$ cat src/rtl/instr_sequencer_if.sv
// Instruction handshake and datapath control bundle between the sequencer and
// the register file / ALU stage. The master drives s/instr, the slave drives controls.
interface instr_sequencer_if #(
  parameter int IW = 16,
  parameter int RW = 3
);
  // s is sampled only while w=1; an instruction is accepted on any rising
  // edge where w=1 and s=1, and instr is captured on that same edge.
  logic          s;
  logic [IW-1:0] instr;
  logic          w;
  logic [RW-1:0] readnum;
  logic [RW-1:0] writenum;
  logic          write;
  logic          vsel;
  logic [IW-1:0] sximm8;
  logic          loada;
  logic          loadb;
  logic          loadc;
  logic          loads;
  logic          asel;
  logic [1:0]    alu_op;
  logic [1:0]    shift;
  logic          illegal;

  modport master (
    output s, instr,
    input  w, readnum, writenum, write, vsel, sximm8,
           loada, loadb, loadc, loads, asel, alu_op, shift, illegal
  );

  modport slave (
    input  s, instr,
    output w, readnum, writenum, write, vsel, sximm8,
           loada, loadb, loadc, loads, asel, alu_op, shift, illegal
  );
endinterface

$ cat src/rtl/instr_sequencer.sv
// Multi-cycle control FSM: latches one instruction per start handshake and
// sequences register-file reads/writes and ALU controls for it.
module instr_sequencer #(
  parameter int IW = 16,
  parameter int RW = 3
) (
  input  logic              clk,
  input  logic              reset_n,
  instr_sequencer_if.slave  bus,
  output logic [2:0]        state_dbg
);

  typedef enum logic [2:0] {
    S_WAIT      = 3'd0,
    S_DECODE    = 3'd1,
    S_WRITE_IMM = 3'd2,
    S_GET_A     = 3'd3,
    S_GET_B     = 3'd4,
    S_ALU       = 3'd5,
    S_WRITE_REG = 3'd6
  } state_t;

  state_t        state, state_nxt;
  logic [IW-1:0] ir;

  logic [2:0]    opcode;
  logic [1:0]    op;
  logic [RW-1:0] rn, rd, rm;
  logic [1:0]    sh;
  logic          is_mov_imm, is_mov_reg, is_alu, is_cmp, is_mvn, is_legal;

  assign opcode = ir[15:13];
  assign op     = ir[12:11];
  assign rn     = ir[10:8];
  assign rd     = ir[7:5];
  assign sh     = ir[4:3];
  assign rm     = ir[2:0];

  assign is_mov_imm = (opcode == 3'b110) && (op == 2'b10);
  assign is_mov_reg = (opcode == 3'b110) && (op == 2'b00);
  assign is_alu     = (opcode == 3'b101);
  assign is_cmp     = is_alu && (op == 2'b01);
  assign is_mvn     = is_alu && (op == 2'b11);
  assign is_legal   = is_mov_imm || is_mov_reg || is_alu;

  assign state_dbg  = state;
  assign bus.sximm8 = {{8{ir[7]}}, ir[7:0]};

  always_ff @(posedge clk) begin
    if (!reset_n) begin
      state <= S_WAIT;
      ir    <= '0;
    end else begin
      state <= state_nxt;
      if (state == S_WAIT && bus.s) ir <= bus.instr;
    end
  end

  always_comb begin
    state_nxt    = state;
    bus.w        = 1'b0;
    bus.readnum  = '0;
    bus.writenum = '0;
    bus.write    = 1'b0;
    bus.vsel     = 1'b0;
    bus.loada    = 1'b0;
    bus.loadb    = 1'b0;
    bus.loadc    = 1'b0;
    bus.loads    = 1'b0;
    bus.asel     = 1'b0;
    bus.alu_op   = 2'b00;
    bus.shift    = 2'b00;
    bus.illegal  = 1'b0;
    case (state)
      S_WAIT: begin
        bus.w = 1'b1;
        if (bus.s) state_nxt = S_DECODE;
      end
      S_DECODE: begin
        if (is_mov_imm)                state_nxt = S_WRITE_IMM;
        else if (is_mov_reg || is_mvn) state_nxt = S_GET_B;
        else if (is_alu)               state_nxt = S_GET_A;
        else begin
          bus.illegal = 1'b1;
          state_nxt   = S_WAIT;
        end
      end
      S_WRITE_IMM: begin
        bus.writenum = rn;
        bus.vsel     = 1'b1;
        bus.write    = 1'b1;
        state_nxt    = S_WAIT;
      end
      S_GET_A: begin
        bus.readnum = rn;
        bus.loada   = 1'b1;
        state_nxt   = S_GET_B;
      end
      S_GET_B: begin
        bus.readnum = rm;
        bus.loadb   = 1'b1;
        state_nxt   = S_ALU;
      end
      S_ALU: begin
        bus.shift = sh;
        // CMP only updates flags, so it skips the write-back cycle.
        if (is_cmp) begin
          bus.alu_op = 2'b01;
          bus.loads  = 1'b1;
          state_nxt  = S_WAIT;
        end else if (is_mov_reg) begin
          bus.asel   = 1'b1;
          bus.alu_op = 2'b00;
          bus.loadc  = 1'b1;
          state_nxt  = S_WRITE_REG;
        end else begin
          bus.alu_op = op;
          bus.loadc  = 1'b1;
          state_nxt  = S_WRITE_REG;
        end
      end
      S_WRITE_REG: begin
        bus.writenum = rd;
        bus.write    = 1'b1;
        state_nxt    = S_WAIT;
      end
      default: state_nxt = S_WAIT;
    endcase
  end

endmodule

$ cat src/flat_wrapper.sv
// flat-port wrapper written by rule: the top's interface ports become plain ports
module instr_sequencer_flat 
#(
  parameter int IW = 16,
  parameter int RW = 3
)
  (clk, reset_n, state_dbg, bus_s, bus_instr, bus_w, bus_readnum, bus_writenum, bus_write, bus_vsel, bus_sximm8, bus_loada, bus_loadb, bus_loadc, bus_loads, bus_asel, bus_alu_op, bus_shift, bus_illegal);
  instr_sequencer_if #(.IW(IW), .RW(RW)) bus_i ();
  input  logic clk;
  input  logic reset_n;
  output logic [2:0] state_dbg;
  input wire logic [$bits(bus_i.s)-1:0] bus_s;
  input wire logic [$bits(bus_i.instr)-1:0] bus_instr;
  output wire logic [$bits(bus_i.w)-1:0] bus_w;
  output wire logic [$bits(bus_i.readnum)-1:0] bus_readnum;
  output wire logic [$bits(bus_i.writenum)-1:0] bus_writenum;
  output wire logic [$bits(bus_i.write)-1:0] bus_write;
  output wire logic [$bits(bus_i.vsel)-1:0] bus_vsel;
  output wire logic [$bits(bus_i.sximm8)-1:0] bus_sximm8;
  output wire logic [$bits(bus_i.loada)-1:0] bus_loada;
  output wire logic [$bits(bus_i.loadb)-1:0] bus_loadb;
  output wire logic [$bits(bus_i.loadc)-1:0] bus_loadc;
  output wire logic [$bits(bus_i.loads)-1:0] bus_loads;
  output wire logic [$bits(bus_i.asel)-1:0] bus_asel;
  output wire logic [$bits(bus_i.alu_op)-1:0] bus_alu_op;
  output wire logic [$bits(bus_i.shift)-1:0] bus_shift;
  output wire logic [$bits(bus_i.illegal)-1:0] bus_illegal;
  assign bus_i.s = bus_s;
  assign bus_i.instr = bus_instr;
  assign bus_w = bus_i.w;
  assign bus_readnum = bus_i.readnum;
  assign bus_writenum = bus_i.writenum;
  assign bus_write = bus_i.write;
  assign bus_vsel = bus_i.vsel;
  assign bus_sximm8 = bus_i.sximm8;
  assign bus_loada = bus_i.loada;
  assign bus_loadb = bus_i.loadb;
  assign bus_loadc = bus_i.loadc;
  assign bus_loads = bus_i.loads;
  assign bus_asel = bus_i.asel;
  assign bus_alu_op = bus_i.alu_op;
  assign bus_shift = bus_i.shift;
  assign bus_illegal = bus_i.illegal;
  instr_sequencer #(.IW(IW), .RW(RW)) u_core (.clk(clk), .reset_n(reset_n), .bus(bus_i), .state_dbg(state_dbg));
endmodule
$ cat config.mk
export PLATFORM = sky130hd
export DESIGN_NAME = instr_sequencer_flat
export DESIGN_NICKNAME = d
export VERILOG_FILES = /design/src/rtl/instr_sequencer_if.sv /design/src/rtl/instr_sequencer.sv /design/src/flat_wrapper.sv
export SDC_FILE = /design/constraint.sdc
export NUM_CORES = 1
export LEC_CHECK = 0
export ABC_AREA = 0
export BUFFER_PORTS_ARGS = -buffer_cell sky130_fd_sc_hd__buf_2
export CORE_MARGIN = 3
export CORE_UTILIZATION = 45
export CTS_CLUSTER_DIAMETER = 100
export DETAILED_ROUTE_END_ITERATION = 8
export PLACE_DENSITY = 0.82
export SYNTH_ARGS = -nofsm -noshare
export SYNTH_HDL_FRONTEND = slang
export SYNTH_SLANG_ARGS = --single-unit
$ cat constraint.sdc
create_clock -name clk -period 1.5 [get_ports clk]
set_input_delay 0.225 -clock clk [delete_from_list [all_inputs] [get_ports clk]]
set_output_delay 0.225 -clock clk [all_outputs]
set_load 0.01 [all_outputs]
==> run_results.csv <==
group,metric,value,unit
outcome,outcome,"finished with violations",
outcome,violations,"negative setup slack",
critical_path,arrival,1360,ps
detailed_routing,vias_per_cell,5.429,
logic_synthesis,netlist_area,1156,um2
finish,layout_common_cells,"buf_2, nand2_1, buf_4, dfxtp_1, a21boi_1",
finish,n_antenna_cell,0,
logic_synthesis,synth_top_family_by_area,"simple AND/OR/NAND/NOR gates",
timing,hold_viol,0,
timing,drv_slew,0,
grt,antenna_found_initial,0,
logic_synthesis,synth_compound_area_share,18.83,%
timing,min_period,1581,ps
detailed_routing,wl,3486,um
placed_design,post_dp_cell_area,1344,um2
placed_design,io_buffers,56,
cts,cts_hold_buf,0,
timing,setup_tns,-288.5,ps
finish,synthToLayoutAreaGrowth,37.66,%
logic_synthesis,ys_ff_latch,19,
finish,drive_gt1_share,53.06,%
timing,skew,3.562,ps
grt,grt_first_pass_wirelength,5202,um
hold_path,hold_path_end,"u_core.ir[2]",
placed_design,dp_hpwl,2163,um
logic_synthesis,synth-simple-area-share,30.41,%
critical_path,crit_type,"reg -> out",
logic_synthesis,ys_types,32,
logic_synthesis,synth_top_area_cell,"dfxtp_1",
cts,tritoncts,"built",
detailed_routing,drt_pass1_iterations,4,
logic_synthesis,ys_warn_count,0,
detailed_routing,wl_met2,1776,um
timing,worst_pin_slew,499.0,ps
detailed_routing,initialDrtViolationCount,52,
logic_synthesis,syn_nets,162,
logic_synthesis,syn_avg_cell_area,8.085,um2
hold_path,min_from,"bus_instr[2]",
detailed_routing,vias,1216,
finish,fin_nets,216,
timing,slew_headroom,66.28,%
finish,layout_commonest_cell,"buf_2",
finish,multi_input_area,666.9,um2
job,drv_cap,0,
detailed_routing,ant_nets,0,
placed_design,place_ws,78.61,ps
finish,final_area,1592,um2
logic_synthesis,synthMuxAreaShare,2.597,%
timing,rsz0062_at_grt,"yes",
detailed_routing,dr_wl_met3,245,um
finish,fillers,183,
grt,overflow,0,
logic_synthesis,synth_top_cell_area_share,32.90,%
power_and_ir_drop,power,0.001057,W
detailed_routing,routed.top_layer,"met4",
detailed_routing,drc,0,
cts,cts_root_buf,"clkbuf_4",
cts,cts_buffers,3,
power_and_ir_drop,power_leakage,0.7985,nW
logic_synthesis,ys_seq_area_share,32.90,%
hold_path,min_path_cells,3,
detailed_routing,met1Wirelength,1374,um
critical_path,r2r-start,"u_core.state_dbg[0]",
placed_design,place.gp.congestion,0.9325,
timing,period_share,105.4,%
critical_path,cp_max_fo,6,
grt,grt_max_degree,21,
floorplanning,start_util,49.87,%
critical_path,worstSetupEndpointType,"output pin",
critical_path,ff2ff_path_depth,5,
floorplanning,dieWidth,56.69,um
critical_path,r2r-end,"u_core.state_dbg[1]",
critical_path,regToRegSetupSlack,-10,ps
cts,clockBufferDepth,2,
cts,insertion_delay,300,ps
power_and_ir_drop,p_per_area,664.4,nW/um2
logic_synthesis,synth_fa_ha_area_share,0,%
detailed_routing,wl_per_cell,15.56,um
cts,cts.sinks,19,
timing,fmax,0.6324,GHz
logic_synthesis,synthXorXnorAreaFrac,0,%
logic_synthesis,postSynthCellCount,143,
hold_path,min_path_type,"in -> reg",
grt,grt_usage,19.97,%
finish,final_util,68.65,%
grt,grt_pass1_vias,1114,
power_and_ir_drop,vdd_drop_max,0.0005453,V
timing,setup_viol,10,
critical_path,required,1270,ps
floorplanning,die_h,56.69,um
finish,seq_area,401.6,um2
logic_synthesis,synth_area_leaders,"dfxtp_1, buf_4, nand2_1",
cts,path_clk_slew,110,ps
floorplanning,dieArea,3213,um2
floorplanning,core-area,2318,um2
timing,fin_ws,-81.39,ps
cts,h-tree-depth,1,
critical_path,cp-start-kind,"register",
floorplanning,ios,57,
floorplanning,num_rows,17,
area by class of cell:
| class | instances | share of cell area, % |
|---|---|---|
| clock buffers | 3 | 1.415 |
| multi-input cells | 97 | 41.90 |
| well taps | 28 | 2.201 |
| repair buffers | 75 | 28.69 |
| clock inverters | 1 | 0.3145 |
| inverters | 1 | 0.2358 |
| flip-flops and latches | 19 | 25.24 |
critical path, cell delays in order, from the launching register on:
cell	delay [ps]
dfxtp_4	400
nor3b_4	210
o21ai_0	100
and3b_1	200
buf_2	150
metal layers:
metal,vias to the layer above,global-route usage (%)
li1,576,-
met1,565,25.94
met2,64,32.84
met3,11,4.598
met4,0,5.424
met5,-,0
synth_stat cells, drive strengths merged:
cell,number
nor3b,1
a31oi,2
nand3b,2
a41o,1
a21boi,16
nand2,34
clkbuf,5
buf,21
and3b,4
and3,1
nor2b,3
dfxtp,19
o211a,1
nand2b,1
and4b,1
nand3,2
o21ba,2
o2111ai,1
and2,5
inv,1
a22o,3
nor4b,2
nor4bb,1
mux2i,3
nor2,7
or4b,1
nor3,1
o21ai,2
worst max-delay path by stage:
stage,from,endpoint,cells past startpoint
2_1_floorplan,u_core.state_dbg[1],bus_readnum[0],4
3_3_place_gp,u_core.ir[13],bus_illegal,4
3_5_place_dp,u_core.ir[13],bus_illegal,4
4_1_cts,u_core.state_dbg[2],bus_asel,4
5_1_grt,u_core.state_dbg[2],bus_asel,4
6_report,u_core.ir[14],bus_illegal,4
registers in the layout (all words and copies together) (netlist names):
name	count
u_core.ir	16
u_core.state_dbg	3
what timing repair did:
item,CTS,global route
setup endpoints to repair,15,17
pin swaps,9,2
gates resized for setup,28,9
setup buffers,8,5
report_power, final:
part,leakage [nW],internal (W),total (W),switching [W]
Clock,0.0177,0.0000995,0.000262,0.000163
Sequential,0.160,0.000531,0.000571,0.0000396
Combinational,0.620,0.000113,0.000225,0.000112
Total,0.799,0.000744,0.00106,0.000314
kinds of logic after synthesis:
| logic type | Yosys count |
|---|---|
| simple gates | 66 |
| compound gates | 28 |
| buf+inv | 27 |
| mux | 3 |
| flops | 19 |
through the flow:
stage               hold WS [ps]  std cells
CTS                        141.7        219
global placement           452.5        207
global route               134.3        224
floorplan                  359.8        143
finish                     144.4        224
detailed placement         458.9        207
No activity file was read; power rests on OpenSTA's default activity.
